<file path="src/rtl/eager_fanout_fork.sv">
// Stream fork broadcasting one ready/valid token to every enabled and selected branch.
// Eager mode lets branches take the token one at a time; lazy mode hands it to all at once.
module eager_fanout_fork #(
    parameter int NUM_OUT    = 6,
    parameter int DATA_WIDTH = 16,
    parameter int CNT_WIDTH  = 16
) (
    input  logic                          clk,
    input  logic                          rst_n,
    input  logic                          flush,
    input  logic [NUM_OUT-1:0]            cfg_en,
    input  logic [NUM_OUT-1:0]            cfg_sel,
    input  logic                          cfg_eager,
    input  logic [DATA_WIDTH-1:0]         in_data,
    input  logic                          in_valid,
    output logic                          in_ready,
    output logic [NUM_OUT*DATA_WIDTH-1:0] out_data,
    output logic [NUM_OUT-1:0]            out_valid,
    input  logic [NUM_OUT-1:0]            out_ready,
    output logic [CNT_WIDTH-1:0]          tok_count
);

    logic [NUM_OUT-1:0]   active;
    logic [NUM_OUT-1:0]   sat;
    logic [NUM_OUT-1:0]   fire;
    logic [NUM_OUT-1:0]   done_p0;
    logic [CNT_WIDTH-1:0] cnt_p0;
    logic                 consume;

    assign active   = cfg_en & cfg_sel;
    assign out_data = {NUM_OUT{in_data}};

    // A stale done bit on an inactive branch is harmless: sat is already set by ~active.
    assign sat  = ~active | done_p0 | out_ready;
    assign fire = out_valid & out_ready;

    always_comb begin
        in_ready  = 1'b0;
        out_valid = '0;
        if (cfg_eager) begin
            in_ready  = (&sat) & ~flush;
            out_valid = {NUM_OUT{in_valid & ~flush}} & active & ~done_p0;
        end else begin
            in_ready  = (&(~active | out_ready)) & ~flush;
            out_valid = {NUM_OUT{in_valid & in_ready}} & active;
        end
    end

    assign consume   = in_valid & in_ready;
    assign tok_count = cnt_p0;

    // Per-token served mask and consumed-token counter
    always_ff @(posedge clk or negedge rst_n) begin
        if (!rst_n) begin
            done_p0 <= '0;
            cnt_p0  <= '0;
        end else if (flush) begin
            done_p0 <= '0;
            cnt_p0  <= '0;
        end else if (consume) begin
            done_p0 <= '0;
            cnt_p0  <= cnt_p0 + 1'b1;
        end else if (cfg_eager) begin
            done_p0 <= done_p0 | fire;
        end else begin
            done_p0 <= '0;
        end
    end

endmodule
</file>
<file path="config.mk">
export PLATFORM = sky130hd
export DESIGN_NAME = eager_fanout_fork
export DESIGN_NICKNAME = d
export VERILOG_FILES = /design/src/rtl/eager_fanout_fork.sv
export SDC_FILE = /design/constraint.sdc
export NUM_CORES = 1
export LEC_CHECK = 0
export CORE_MARGIN = 2
export CORE_UTILIZATION = 38
export DETAILED_ROUTE_END_ITERATION = 10
export PLACE_DENSITY = 0.87
export SLEW_MARGIN = 40
export SYNTH_ARGS = -nofsm -noshare
export SYNTH_HDL_FRONTEND = slang
export SYNTH_SLANG_ARGS = --single-unit
</file>
<file path="constraint.sdc">
create_clock -name clk -period 4.9 [get_ports clk]
set_input_delay 0.98 -clock clk [delete_from_list [all_inputs] [get_ports clk]]
set_output_delay 0.98 -clock clk [all_outputs]
set_load 0.02 [all_outputs]
</file>
# Word-level counts from Yosys, hierarchy flattened
# Cells that the tools add are included.
[totals]
register_bits = 22
inputBits = 39
out_inout_bits = 119
wordCells = 30
[op_classes]
n_addsub = 1
mux = 7
n_bitwise = 17
reduce_logical = 3
[ops]
columns = ["cell", "count"]
rows = [
  ["16-bit 2-to-1 mux", 2],
  ["6-bit bitwise AND", 5],
  ["6-bit 2-to-1 mux", 4],
  ["6-bit OR", 4],
  ["16-bit by 1-bit adder with 16-bit output (second input constant)", 1],
  ["6-bit NOT", 2],
  ["6-bit AND reduction", 2],
  ["1-bit bitwise AND", 5],
  ["2-bit nonzero test", 1],
  ["1-bit 2-to-1 mux", 1],
  ["1-bit NOT", 1],
]

# Logic depth before layout (Yosys ltp)
# Gate-level depths: netlist of run 1.
[depth]
word_depth = 13
mapped_depth = 7
mapped_depth_nobuf = 5

# Least setup slack after synthesis of run 1
# No wires, ideal clock.
[synth_path]
path_type = "in2out"
startpoint = "in in_valid"
endpoint = "out out_valid[2]"
arrival_time_ps = 2093
required_ps = 3920
path_slack_ps = 1827
stages = 4
n_path_buf = 1
path_cell_list = "clkbuf_1 -> nand3_1 -> or2_2 -> a21oi_1"
[synth_via]
elab_chain_len = 4
word_cells_on_any_way = 6
classes_between = "mux: 1; bitwise: 5"
[synth_lines]
columns = ["item", "line_no", "text"]
rows = [
  ["from (decl)", "15", "input logic in_valid,"],
  ["1-bit bitwise AND", "42", "out_valid = {NUM_OUT{in_valid & ~flush}} & active & ~done_p0;"],
  ["6-bit bitwise AND (2 in series)", "42", ""],
  ["6-bit 2-to-1 mux (*)", "40", "if (cfg_eager) begin"],
  ["to (decl)", "18", "output logic [NUM_OUT-1:0] out_valid,"],
]
# Every way passes the cells marked *; elsewhere a longest branch is shown, timed or not.

# Worst setup path after layout of run 1
[layout_path]
startpoint = "in flush"
endpoint = "out in_ready"
[layout_via]
elab_chain_len = 3
word_cells_on_any_way = 4
classes_between = "mux: 1; bitwise: 3"
[layout_lines]
columns = ["item", "line_no", "text"]
rows = [
  ["from (decl)", "10", "input logic flush,"],
  ["1-bit NOT (*)", "41, 44", ""],
  ["1-bit bitwise AND (on tied branches)", "44, 41", ""],
  ["1-bit 2-to-1 mux (*)", "40", ""],
  ["to (decl)", "16", "output logic in_ready,"],
]
# Marked as above.

==> results of run 1 <==
==> cell usage after synthesis, types with 3 or more instances <==
master     number
nor2_1         17
nand4bb_1       3
mux2_1          6
nand4_1         7
buf_4          96
a41oi_1         6
a21oi_2         4
nor2b_1         9
a211oi_1        3
mux2_2          4
dfrtp_1        22
nand2_1        16
clkbuf_1        3
nand3_1         6
mux2i_1         6
or2_2           8
a21oi_1        10
nor3_1          3
nand3b_1        3
==> routing by layer <==
metal  global-route usage (%)  share of wire [%]  vias to the layer above
met4                     6.27                2.2                        0
li1                         -                  -                      678
met1                     13.4                 36                      658
met3                     2.83                8.8                        9
met5                        0                  0                        -
met2                     25.1                 53                       89
==> how the worst min path moves through the flow <==
stage	depth (start not counted)	slack, ps	startpoint	to
after CTS	1	530	tok_count[6]	tok_count[6]
after floorplan	2	470	done_p0[0]	done_p0[0]
after detailed placement	1	510	tok_count[6]	tok_count[6]
after global placement	2	510	done_p0[3]	done_p0[3]
final	1	520	tok_count[6]	tok_count[6]
after global routing	1	550	tok_count[6]	tok_count[6]
==> registers in the layout, indices dropped and copies added (netlist names) <==
signal     count
done_p0        6
tok_count     16
==> final cells by class <==
| type | count | area (µm²) | share of cell area, % |
|---|---|---|---|
| clock buffers | 3 | 41.3 | 2.04 |
| inverters | 3 | 11.3 | 0.555 |
| multi-input cells | 129 | 882 | 43.5 |
| flip-flops and latches | 22 | 551 | 27.1 |
| well taps | 72 | 90.1 | 4.44 |
| repair buffers | 46 | 453 | 22.3 |
==> power by group <==
group | total (mW) | switching, mW | internal (mW)
logic | 0.0712 | 0.0378 | 0.0333
clock network | 0.115 | 0.0602 | 0.0550
registers | 0.185 | 0.00201 | 0.183
==> cells by family (layout without fill, tap and decap cells) <==
group	Yosys count	after routing	share of synthesized area [%]
AOI/OAI and AO/OA	35	35	12.9
adders and majority gates	1	1	0.569
and+or+nand+nor	77	77	18.8
muxes	16	16	7.86
buffers and inverters	105	52	34.8
DFF	22	22	25.1
==> critical path, stage by stage <==
cell and delay (ps):
clkdlybuf4s50_1 490, buf_4 240, clkinv_1 260, o311a_1 210, o211ai_2 300, nand2_1 140, clkdlybuf4s50_1 570
==> metrics.cfg, run 1 <==
[setup_path]
reg2reg_depth = 5
cp.required_ps = 3920
r2r_slack_ps = 2900
critPathMaxFanout = 20
reg2reg_to = done_p0[0]
critPathCapture = in_ready
r2r-start = done_p0[3]
startpoint = flush
cp-end-kind = output pin
crit_type = input port to output pin
cp_data_arrival_time_ps = 3200
startpoint_type = input port

[logic_synthesis]
async_flop_share_pct = 100
synthTopCellsByArea = buf_4, dfrtp_1, mux2_1
synth-edff-count = 0
synth-seq-area-share_pct = 25.1
synth-seq-cells = 22
synth_top_area_cell = buf_4
synth.top_cell.area_share_pct = 32.8
ys_types = 39
yosysWarnings = 0
synth_area_mm2 = 0.00220
synth_flop_cell = dfrtp_1
postSynthCellCount = 256
syn_area_per_cell_um2 = 8.58
syn_nets = 296

[route]
post_drt_wl_per_cell_um = 15.5
dr_total_vias = 1434
drtPass1Iterations = 4
drc_errors = 0
viasPerCell = 5.21
wl_um = 4250
ant_nets = 0
dr.first_iter.drc_count = 33

[job]
drv_cap = 0

[sta]
tightest_slew_ps = 762
post-route-min-period_ps = 4180
fin_crit_sh_pct = 85.4
maxSlewHeadroom_pct = 49.0
holdWs_ps = 520
setup_ws_ps = 717
finClkSkew_ps = 3.48
setup_tns_ps = 0
setup-violations-final = 0
slew_viol_final = 0
hold_viol = 0
clock.fmax_ghz = 0.239
rsz0062_at_grt = false

[die]
pin_count = 158
fp.dieW_um = 80.0
fp.dieH_um = 80.0
coreArea_mm2 = 0.00554
initial_utilization_pct = 39.7
row_count = 27
die_area_mm2 = 0.00641

[final_layout]
drive_above_1_share_pct = 13.3
final_area_mm2 = 0.00203
nets = 245
most-common-layout-cells = clkdlybuf4s50_1, dfrtp_1, nor2_1, nand2_1, a21oi_1
utilization_pct = 36.6
layout_commonest_cell = clkdlybuf4s50_1
final_cells = 275
area_delta_synth_final_pct = -7.69
num_antenna_cells = 0
fillCellCount = 589

[grt]
antenna_found_initial = 0
grt_max_degree = 23
grt_pass1_wl_um = 6630
grt_overflow = 0
grt_pass1_vias = 1451
track_usage_pct = 13.2

[place]
portBuffers = 45
placed_area_mm2 = 0.00199
dp_slack_ps = 727
dp_cells = 272
dp_hpwl_um = 3320
globalplace.congestion = 0.908

[clock_tree]
post_cts_resize_count = 0
cts_setup_buffers = 0
tritoncts = built
cts-root-buf = clkbuf_8
cts_buffers = 3
postCtsHoldBufs = 0
cts.sinks = 22
path_clk_slew_ps = 80
clkLatencyLatePin_ps = 270
cts_htree_levels = 1
cts_buffer_depth = 2

[pwr]
power_leakage_nw = 0.768
power_density_mw_per_mm2 = 183
finalPower_mw = 0.372
vdd_drop_max_mv = 0.127

[outcome]
status = finished clean

[hold_path]
hp-class = register to register

No activity file was read; power rests on OpenSTA's default activity.
==> run 2: changes to the inputs <==
Settings changed: CELL_PAD_IN_SITES_DETAIL_PLACEMENT set to 1, CELL_PAD_IN_SITES_GLOBAL_PLACEMENT set to 1, CORE_UTILIZATION 38 to 26, PLACE_DENSITY 0.87 to not set, PLACE_DENSITY_LB_ADDON set to 0.1.
==> run 2 against run 1 <==
Net effect: worst hold slack lost 0.70 ps; sequential share of layout area is 1.2 points lower; via count fell by 0.42%; critical path depth unchanged; cell area rose by 4.4%; register-to-register slack improved by 130 ps; utilization is 11 points lower; critical path type unchanged; largest power group unchanged; highest routed layer unchanged.
==> metrics.cfg, run 2 (synthesis results as in run 1) <==
[outcome]
status = finished clean

[sta]
clock.fmax_ghz = 0.240  ; +0.32%
post-route-min-period_ps = 4170  ; -13.5 ps
setup-violations-final = 0  ; unchanged
holdWs_ps = 520  ; -0.699 ps
maxSlewHeadroom_pct = 50.1  ; +1.1 points
fin_crit_sh_pct = 85.1  ; -0.28 points
setup_ws_ps = 730  ; +13.5 ps
setup_tns_ps = 0  ; unchanged
rsz0062_at_grt = false
finClkSkew_ps = 2.59  ; -0.892 ps
tightest_slew_ps = 740  ; -22.0 ps
hold_viol = 0  ; unchanged
slew_viol_final = 0  ; unchanged

[route]
dr.first_iter.drc_count = 75  ; +130%
ant_nets = 0  ; unchanged
wl_um = 5070  ; +19%
viasPerCell = 4.56  ; -13%
drtPass1Iterations = 4  ; unchanged
post_drt_wl_per_cell_um = 16.2  ; +4.7%
dr_total_vias = 1428  ; -0.42%
drc_errors = 0  ; unchanged

[grt]
grt_pass1_vias = 1643  ; +13%
grt_overflow = 0  ; unchanged
grt_max_degree = 23  ; unchanged
antenna_found_initial = 0  ; unchanged
track_usage_pct = 12.0  ; -1.2 points
grt_pass1_wl_um = 8490  ; +28%

[setup_path]
cp.required_ps = 3920  ; about the same
critPathCapture = out_valid[5]
startpoint = out_ready[2]
cp_data_arrival_time_ps = 3190  ; about the same
critPathMaxFanout = 6  ; -70%
r2r-start = done_p0[1]
reg2reg_to = tok_count[7]
r2r_slack_ps = 3030  ; +130 ps
crit_type = input port to output pin
startpoint_type = input port
cp-end-kind = output pin
reg2reg_depth = 6  ; +1

[clock_tree]
cts.sinks = 22  ; unchanged
path_clk_slew_ps = 90  ; about the same
tritoncts = built
cts_setup_buffers = 0  ; unchanged
cts_buffer_depth = 2  ; unchanged
cts_buffers = 3  ; unchanged
post_cts_resize_count = 0  ; unchanged
postCtsHoldBufs = 0  ; unchanged
cts_htree_levels = 1  ; unchanged
clkLatencyLatePin_ps = 270  ; about the same
cts-root-buf = clkbuf_8

[die]
pin_count = 158  ; unchanged
fp.dieW_um = 95.9  ; +20%
coreArea_mm2 = 0.00822  ; +48%
die_area_mm2 = 0.00920  ; +44%
fp.dieH_um = 95.9  ; +20%
initial_utilization_pct = 26.7  ; -13 points
row_count = 33  ; +22%

[job]
drv_cap = 0  ; unchanged

[pwr]
power_density_mw_per_mm2 = 189  ; +3.1%
vdd_drop_max_mv = 0.0830  ; -35%
power_leakage_nw = 0.793  ; +3.3%

[final_layout]
num_antenna_cells = 0  ; unchanged
most-common-layout-cells = clkdlybuf4s50_1, dfrtp_1, nor2_1, nand2_1, a21oi_1
drive_above_1_share_pct = 14.9  ; +1.6 points
area_delta_synth_final_pct = -3.59
utilization_pct = 25.8  ; -11 points
largest_reg_flops = 16  ; unchanged
layout_commonest_cell = clkdlybuf4s50_1
nets = 249  ; +1.6%

[hold_path]
min_path_cells = 1  ; unchanged
hp-class = register to register

[place]
dp_hpwl_um = 3850  ; +16%
dp_slack_ps = 702  ; -24.4 ps
globalplace.congestion = 0.786  ; -13%
portBuffers = 45  ; unchanged

[run 2: cell count changes in the layout (fill, tap and decap cells not counted)]
cell / previous run / this run
buf_2: 1 / 0
clkbuf_8: 3 / 4
buf_4: 1 / 5
clkdlybuf4s50_1: 44 / 45
[run 2: how the worst min path moves through the flow]
stage                 start      endpoint
3_5_place_dp     done_p0[3]    done_p0[3]
2_1_floorplan    done_p0[0]    done_p0[0]
4_1_cts        tok_count[6]  tok_count[6]
5_1_grt        tok_count[6]  tok_count[6]
6_report       tok_count[6]  tok_count[6]
3_3_place_gp     done_p0[3]    done_p0[3]
[run 2: per-layer routing]
layer,wire (µm),part of all wire [%],vias to the layer above,global-route usage (%)
li1,-,-,690,-
met1,2300,45,690,15.1
met2,2430,48,44,20.4
met5,0,0,-,0
met3,299,5.9,4,2.82
met4,35,0.69,0,3.33
[run 2: through the flow]
step / total power, mW / instance area (µm²) / instances
after CTS: 0.410 / 2120 / 313
final: 0.400 / 2120 / 313
after floorplan: 0.337 / 2200 / 256
after global placement: 0.266 / 2060 / 309
after detailed placement: 0.267 / 2060 / 309
after global routing: 0.426 / 2120 / 313
[run 2: critical path, stage by stage]
cell             delay, ps
clkdlybuf4s50_1        480
nand3b_2               140
o2111ai_2              160
nor3_1                 330
nand2_1                250
a21oi_1                220
clkdlybuf4s50_1        620
[run 2: report_power, final]
part	switching (mW)	internal (mW)
Sequential	0.00205	0.183
Combinational	0.0406	0.0358
Clock	0.0666	0.0719
Total	0.109	0.291
[run 2: layout make-up]
cell class,instances,area [µm²]
fill,958,6100
multi-input combinational,129,882
clock buffer,4,55.1
timing repair buffer,50,488
tap,105,131
inverter,3,11.3
sequential,22,551
